===== src/rtl/tank_bullet.sv =====
// Single tank bullet: launches from the tank centre on a frame tick, flies one
// STEP per frame in the latched direction, then blocks relaunch for COOLDOWN frames.
module tank_bullet #(
    parameter int STEP     = 4,
    parameter int SIZE     = 4,
    parameter int COOLDOWN = 16
) (
    input  logic       Clk,
    input  logic       Reset,
    input  logic       frame_clk,
    input  logic [9:0] DrawX,
    input  logic [9:0] DrawY,
    input  logic       is_shooting,
    input  logic [2:0] tank_dir,
    input  logic [9:0] tank_X,
    input  logic [9:0] tank_Y,
    output logic       is_bullet,
    output logic       bullet_active,
    output logic [9:0] bullet_X,
    output logic [9:0] bullet_Y,
    output logic [2:0] bullet_dir
);

    localparam int CW = ($clog2(COOLDOWN + 1) < 1) ? 1 : $clog2(COOLDOWN + 1);

    localparam logic [10:0] X_LIMIT = 11'(640 - SIZE);
    localparam logic [10:0] Y_LIMIT = 11'(480 - SIZE);
    localparam logic [10:0] STEP11  = 11'(STEP);
    localparam logic [10:0] SIZE11  = 11'(SIZE);
    localparam logic [10:0] CENTER  = 11'd14;

    localparam logic [2:0] DIR_UP    = 3'd1;
    localparam logic [2:0] DIR_RIGHT = 3'd2;
    localparam logic [2:0] DIR_LEFT  = 3'd3;
    localparam logic [2:0] DIR_DOWN  = 3'd4;

    typedef enum logic [1:0] {
        S_IDLE,
        S_FLYING,
        S_COOLDOWN
    } state_t;

    state_t          state, state_next;
    logic            frame_clk_d;
    logic            frame_tick;
    logic            fire_req, fire_req_next;
    logic            fire;
    logic            terminate;
    logic            dir_valid;
    logic            spawn_ok;
    logic [CW-1:0]   cooldown, cooldown_next;
    logic            active_next;
    logic [9:0]      x_next, y_next;
    logic [2:0]      dir_next;
    logic [10:0]     spawn_x, spawn_y;
    logic [10:0]     bx, by;
    logic [10:0]     dx, dy;

    assign bx      = {1'b0, bullet_X};
    assign by      = {1'b0, bullet_Y};
    assign spawn_x = {1'b0, tank_X} + CENTER;
    assign spawn_y = {1'b0, tank_Y} + CENTER;

    assign dir_valid = (tank_dir == DIR_UP) || (tank_dir == DIR_RIGHT) ||
                       (tank_dir == DIR_LEFT) || (tank_dir == DIR_DOWN);
    assign spawn_ok  = (spawn_x <= X_LIMIT) && (spawn_y <= Y_LIMIT);

    // A shot pulse landing on the tick cycle itself still counts.
    assign fire = frame_tick & (fire_req | is_shooting);

    // NOTE: sequential state uses non-blocking assignments so every register
    // samples the pre-edge values computed by the combinational block.
    always_ff @(posedge Clk) begin
        if (Reset) begin
            state         <= S_IDLE;
            frame_clk_d   <= 1'b0;
            frame_tick    <= 1'b0;
            fire_req      <= 1'b0;
            cooldown      <= '0;
            bullet_active <= 1'b0;
            bullet_X      <= '0;
            bullet_Y      <= '0;
            bullet_dir    <= '0;
        end else begin
            state         <= state_next;
            frame_clk_d   <= frame_clk;
            frame_tick    <= frame_clk & ~frame_clk_d;
            fire_req      <= fire_req_next;
            cooldown      <= cooldown_next;
            bullet_active <= active_next;
            bullet_X      <= x_next;
            bullet_Y      <= y_next;
            bullet_dir    <= dir_next;
        end
    end

    // NOTE: every signal written here gets a default first, so no path
    // through the case statements can leave one unassigned and infer a latch.
    always_comb begin
        state_next    = state;
        fire_req_next = frame_tick ? 1'b0 : (fire_req | is_shooting);
        cooldown_next = cooldown;
        active_next   = bullet_active;
        x_next        = bullet_X;
        y_next        = bullet_Y;
        dir_next      = bullet_dir;
        terminate     = 1'b0;

        if (frame_tick) begin
            unique case (state)
                S_IDLE: begin
                    if (fire && dir_valid && spawn_ok) begin
                        state_next  = S_FLYING;
                        active_next = 1'b1;
                        x_next      = spawn_x[9:0];
                        y_next      = spawn_y[9:0];
                        dir_next    = tank_dir;
                    end
                end

                S_FLYING: begin
                    case (bullet_dir)
                        DIR_UP: begin
                            if (by < STEP11) terminate = 1'b1;
                            else             y_next = 10'(by - STEP11);
                        end
                        DIR_DOWN: begin
                            if (by + STEP11 > Y_LIMIT) terminate = 1'b1;
                            else                       y_next = 10'(by + STEP11);
                        end
                        DIR_RIGHT: begin
                            if (bx + STEP11 > X_LIMIT) terminate = 1'b1;
                            else                       x_next = 10'(bx + STEP11);
                        end
                        DIR_LEFT: begin
                            if (bx < STEP11) terminate = 1'b1;
                            else             x_next = 10'(bx - STEP11);
                        end
                        default: terminate = 1'b1;
                    endcase

                    // Position and direction stay frozen at their last values.
                    if (terminate) begin
                        state_next    = S_COOLDOWN;
                        active_next   = 1'b0;
                        cooldown_next = CW'(COOLDOWN);
                    end
                end

                S_COOLDOWN: begin
                    if (cooldown <= CW'(1)) begin
                        state_next    = S_IDLE;
                        cooldown_next = '0;
                    end else begin
                        cooldown_next = cooldown - CW'(1);
                    end
                end

                default: state_next = S_IDLE;
            endcase
        end
    end

    assign dx = {1'b0, DrawX};
    assign dy = {1'b0, DrawY};

    assign is_bullet = bullet_active &&
                       (dx >= bx) && (dx <= bx + SIZE11 - 11'd1) &&
                       (dy >= by) && (dy <= by + SIZE11 - 11'd1);

endmodule


===== config.mk =====
export PLATFORM = sky130hd
export DESIGN_NAME = tank_bullet
export DESIGN_NICKNAME = d
export VERILOG_FILES = /design/src/rtl/tank_bullet.sv
export SDC_FILE = /design/constraint.sdc
export NUM_CORES = 1
export LEC_CHECK = 0
export ABC_AREA = 1
export CORE_ASPECT_RATIO = 0.8
export CORE_MARGIN = 3
export CORE_UTILIZATION = 50
export DETAILED_ROUTE_END_ITERATION = 12
export HOLD_SLACK_MARGIN = 0.03
export PLACE_DENSITY = 0.76
export SLEW_MARGIN = 40
export SYNTH_ARGS = -nofsm -noshare
export SYNTH_HDL_FRONTEND = slang
export SYNTH_SLANG_ARGS = --single-unit

===== constraint.sdc =====
create_clock -name Clk -period 7.3 [get_ports Clk]
set_clock_uncertainty 0.1 [all_clocks]
set_input_delay 1.46 -clock Clk [delete_from_list [all_inputs] [get_ports Clk]]
set_output_delay 1.46 -clock Clk [all_outputs]
set_load 0.05 [all_outputs]

Yosys cells after proc, flatten, opt, wreduce, memory -nomap -nowiden
Index checks and enable logic that the tools add are counted.

Output and inout bits: 25. Input port bits: 47. Word-level logic and storage cells: 99. Register bits after elaboration: 34.

$lt $le $gt $ge: 11. Muxes and demuxes: 27. Add/sub/neg operators: 9. Equal/unequal tests: 19. Reductions and logical operators: 20. Bitwise gates (word level): 4.

Operator list (count): case mux 10 bit (2 select lines) (4); 2-to-1 mux 10 bit (6); adder 10 x 3 -> 11 bit, second input constant (2); adder 10 x 4 -> 11 bit, second input constant (2); <= comparator 10 x 11 -> 1 bit (2); subtractor 11 x 1 -> 11 bit, second input constant (2); >= comparator 10 bit (2); < comparator 10 x 3 -> 1 bit, second input constant (2); subtractor 10 x 3 -> 10 bit, second input constant (2); equality test 3 x 2 -> 1 bit, second input constant (4); inequality test 3 bit, second input constant (4); AND reduction 6 bit (2); > comparator 11 x 10 -> 1 bit, second input constant (1); > comparator 11 x 9 -> 1 bit, second input constant (1); <= comparator 11 x 10 -> 1 bit, second input constant (1); <= comparator 11 x 9 -> 1 bit, second input constant (1); 2-to-1 mux 5 bit (2); case mux 5 bit (2 select lines) (1); 2-to-1 mux 1 bit (8); AND reduction 4 bit (2); logical AND 1 bit (7); equality test 3 x 1 -> 1 bit, second input constant (2); equality test 3 bit, second input constant (2); 2-to-1 mux 2 bit (3); 17 further kinds (25).

Longest topological paths before layout
Depth in word-level cells: 8. Depth in mapped cells: 18. Mapped depth without buffers: 18.

Worst setup path before layout
OpenSTA, ideal clock, no wires.

Kind: reg-to-output. From: register bullet_X[2]. To: output is_bullet. Arrival time: 3367 ps. Data required time: 5740 ps. Path slack: 2373 ps. Cell stages (with the launch flop): 17. Path buffers: 0. Path through: dfxtp_1 ha_1 nand2_1 inv_1 nor2_1 inv_1 nand2_1 nor3_1 nand3_1 xor2_1 ha_1 nand4_1 nor2_1 inv_1 o21ai_0 o21ai_0 nor2_1.

Longest elaborated chain between the ends: 6. Elaborated cells on any way between the ends: 8. Those cells by class: 2 x add/sub; 2 x order compare; 4 x reduce/logical.

RTL lines: start: declaration (RTL line 19) `output logic [9:0] bullet_X,`; start signal: assignment (RTL line 91) `bullet_X <= x_next;`; adder 10 x 3 -> 11 bit (RTL line 168) `(dx >= bx) && (dx <= bx + SIZE11 - 11'd1) &&`; subtractor 11 x 1 -> 11 bit (RTL line 168); <= comparator 10 x 11 -> 1 bit (RTL line 168); logical AND 1 bit (*) (2 in series) (RTL line 168); logical AND 1 bit (*) (RTL line 169) `(dy >= by) && (dy <= by + SIZE11 - 11'd1);`; end: declaration (RTL line 17) `output logic is_bullet,`.

Mark *: on every way between the ends. The rest lies on a longest branch, timed or not.

Worst setup path after layout
From: input DrawX[2]. To: output is_bullet.

Longest elaborated chain between the ends: 5. Elaborated cells on any way between the ends: 6. Those cells by class: 2 x order compare; 4 x reduce/logical.

RTL lines: start: declaration (RTL line 11) `input logic [9:0] DrawX,`; >= comparator 10 bit (RTL line 168); logical AND 1 bit (RTL line 167) `assign is_bullet = bullet_active &&`; logical AND 1 bit (*) (2 in series) (RTL line 168); logical AND 1 bit (*) (RTL line 169).

Marks and branches as above.

==> impl_metrics.csv <==
group,metric,value,unit
clocking,cts_buffer_depth,2,
layout,nNetsFinal,866,
clocking,cts_hold_buf,0,
timing,timing.final.ws_setup,1.832,ns
floorplanning,ioPinCount,72,
placement,dp_slack,1.853,ns
timing,timing.hold.ws,0.2902,ns
setup_path,crit_fanout,3,
global_route,grt_first_pass_wirelength,19200,um
setup_path,criticalPathCategory,"in -> out",
route,drc_errors,0,
clocking,postCtsSetupRepairBufs,0,
route,drt_iter0_markers,347,
layout,post-route-util,63.18,%
yosys,synth.top_cell.area_share,16.03,%
yosys,syn_inst,700,
yosys,synth-edff-count,0,
yosys,netlist_area,4293,sq um
route,dr.pass1.iters,5,
clocking,cts.sink_count,34,
timing,setup_tns,0,ns
layout,drive_above_1_share,6.291,%
layout,fill_cells,765,
outcome,outcome,"finished, final reports clean",
timing,layout_min_cycle_time,5.468,ns
route,routed-via-count,4630,
power_and_ir_drop,finalPower,0.4573,mW
yosys,yosys_register_bits,34,
global_route,grt_max_degree,30,
timing,drv_slew,0,
route,wl_met3,679,um
yosys,synth_top_family_by_area,"simple AND/OR/NAND/NOR gates",
setup_path,crit_chain,"clkdlybuf4s50_1, ha_1, a21oi_1, o21ai_0, a21oi_1, o21ai_0, o21ai_0, o21ai_0, nor2_1, clkdlybuf4s50_1",
route,avgRoutedWirePerCell,13.34,um
placement,port-buffer-count,71,
layout,antenna_cells,0,
setup_path,path_buf_inv,2,
placement,place_congestion,0.8798,
route,vias_per_cell,5.316,
power_and_ir_drop,power.density,89.06,nW/um^2
power_and_ir_drop,power_leakage,2.387,nW
yosys,synthSimpleGateAreaFrac,37.74,%
clocking,cts_root_buffer,"clkbuf_8",
timing,relSlewSlack,57.06,%
yosys,synthTopCellsByArea,"ha_1 (16%), dfxtp_1 (16%), nand2_1 (14%)",
route,wl_met1,5921,um
clocking,h-tree-depth,2,
route,wl_met2,4904,um
route,wirelength,11620,um
floorplanning,core_area,8128,sq um
flow_run,cap_violations,0,
setup_path,rr_worst_depth,13,
timing,setup_viol,0,
yosys,synthXorXnorAreaFrac,6.500,%
setup_path,path_common_cell,"o21ai_0",
placement,dp_hpwl,9579,um
clocking,cts_buffers,5,
yosys,synth_compound_gate_area_share,13.41,%
floorplanning,dieArea,9740,sq um
setup_path,required,5.74,ns
setup_path,cpPeakStageDelay,0.81,ns
global_route,grtUsageTotal,24.40,%
yosys,synthArstFlopShare,0,%
floorplanning,initial_utilization,52.82,%
timing,fmax,0.1829,GHz
setup_path,slowest_stage,"clkdlybuf4s50_1",
global_route,grt_pass1_vias,4188,
yosys,synth_common_cells,"nand2_1 (158), nor2_1 (104), inv_1 (86)",
layout,syn2layout_area_growth,19.62,%
layout,multi_input_comb_area,3173,sq um
clocking,clk_pin_slew,0.06,ns
timing,finalCritPeriodShare,74.91,%
floorplanning,rows,29,
setup_path,cp.depth,10,
yosys,yosysSeqAreaShare,15.86,%
yosys,syn-num-nets,802,
floorplanning,die_h,88.88,um
clocking,cts.repair.resized,0,
layout,register_area,680.7,sq um
setup_path,startpoint_type,"input port",
setup_path,end_kind,"primary output",
yosys,avgSynthCellArea,6.133,sq um
worst_hold_path,worstHoldPathType,"reg -> reg",
yosys,synth.distinct_cells,40,
setup_path,arrival,3.91,ns
yosys,synthFlopType,"dfxtp_1",
global_route,antenna_found_initial,0,
clocking,cts_tree,"done",
yosys,muxShareOfSynthArea,0.2332,%
timing,finalHoldViolCount,0,
floorplanning,die_width,109.6,um
route,postRouteAntennaNets,0,
yosys,yosysMostFrequentCell,"nand2_1",
yosys,ys_warn_count,0,
timing,worstMarginPinSlew,0.6433,ns
route,highest_layer,"met4",
yosys,synth_top_cell_by_area,"ha_1",
global_route,grt-ovfl-total,0,
worst_hold_path,hold_depth,1,
setup_path,cp_top_family,"buffers and inverters",
timing,rsz0062_at_grt,"false",
yosys,synth-adder-area-share,16.03,%
clocking,insertion_delay,0.29,ns
power_and_ir_drop,max-vdd-ir-drop,0.00009090,V
==> final cells by class <==
cell class,instances,area share (%)
repair buffers,72,13.99
clock buffers,6,1.608
flip-flops and latches,34,13.26
inverters,92,6.725
multi-input cells,559,61.79
well taps,108,2.632
==> state kept, by name, summed over array words and instances (netlist names) <==
name	count
state	2
bullet_Y	10
frame_tick	1
bullet_active	1
frame_clk_d	1
fire_req	1
bullet_X	10
cooldown	5
bullet_dir	3
==> through the flow <==
stage,std cells,cell area [sq um]
after floorplan,700,4293
after global placement,865,5052
final,871,5135
after global routing,871,5135
after detailed placement,865,5052
after CTS,871,5135
==> worst reg2reg max path, cell delays in order (launching register included) <==
cell and delay, ns:
dfxtp_1 0.53, inv_1 0.25, ha_1 0.47, nand2_1 0.08, nor2_1 0.11, nor2_1 0.06, nor2_1 0.10, nand2_1 0.06
nand2_1 0.07, nand2_2 0.08, nand4_2 0.16, nand3_2 0.21, a21oi_1 0.22, nor2_1 0.06
==> worst paths after layout <==
check / endpoint / startpoint / slack [ns]
setup / recovery: is_bullet / DrawX[2] / 1.83
hold / removal: frame_tick / frame_clk_d / 0.29
setup reg to reg: cooldown[3] / bullet_Y[2] / 4.65
hold reg to reg: frame_tick / frame_clk_d / 0.29
==> cell usage in the layout (no fill, tap or decap), types with 2 or more instances in the layout <==
| cell type | Yosys | layout |
|---|---|---|
| inv_1 | 86 | 85 |
| inv_2 | 6 | 7 |
| xor2_1 | 24 | 24 |
| o21ai_0 | 41 | 41 |
| nand2_2 | 12 | 12 |
| nor2_2 | 8 | 8 |
| nand3_2 | 5 | 5 |
| o211ai_1 | 3 | 3 |
| and2_1 | 3 | 3 |
| a21oi_2 | 2 | 2 |
| o22ai_1 | 3 | 3 |
| a211oi_1 | 2 | 2 |
| ha_1 | 55 | 55 |
| or2_2 | 2 | 2 |
| o2111ai_1 | 3 | 3 |
| nor3_1 | 12 | 12 |
| clkbuf_8 | 0 | 6 |
| o21ai_1 | 2 | 2 |
| nand4_1 | 20 | 20 |
| nor2_1 | 104 | 104 |
| a21oi_1 | 43 | 43 |
| xnor2_1 | 6 | 6 |
| o21bai_1 | 2 | 2 |
| nand3_1 | 38 | 38 |
| clkdlybuf4s50_1 | 0 | 71 |
| dfxtp_1 | 34 | 34 |
| nand2_1 | 158 | 158 |
==> routing by layer <==
layer,vias to the layer above,track usage (%)
li1,2402,-
met1,2052,36.34
met2,161,37.84
met3,15,2.918
met4,0,4.870
met5,-,0
==> cell families (layout without fill, tap and decap cells) <==
| group | after synthesis | after routing |
|---|---|---|
| xor+xnor | 31 | 31 |
| flops | 34 | 34 |
| buf+inv | 107 | 170 |
| mux | 1 | 1 |
| simple gates | 367 | 367 |
| compound gates | 105 | 105 |
| fa+ha+maj | 55 | 55 |
==> power by group <==
part	internal, mW	switching, mW
Combinational	0.0575	0.0683
Clock	0.0728	0.0670
Sequential	0.188	0.00386
Total	0.318	0.139
Note: power is estimated with default switching activity, not from simulation.
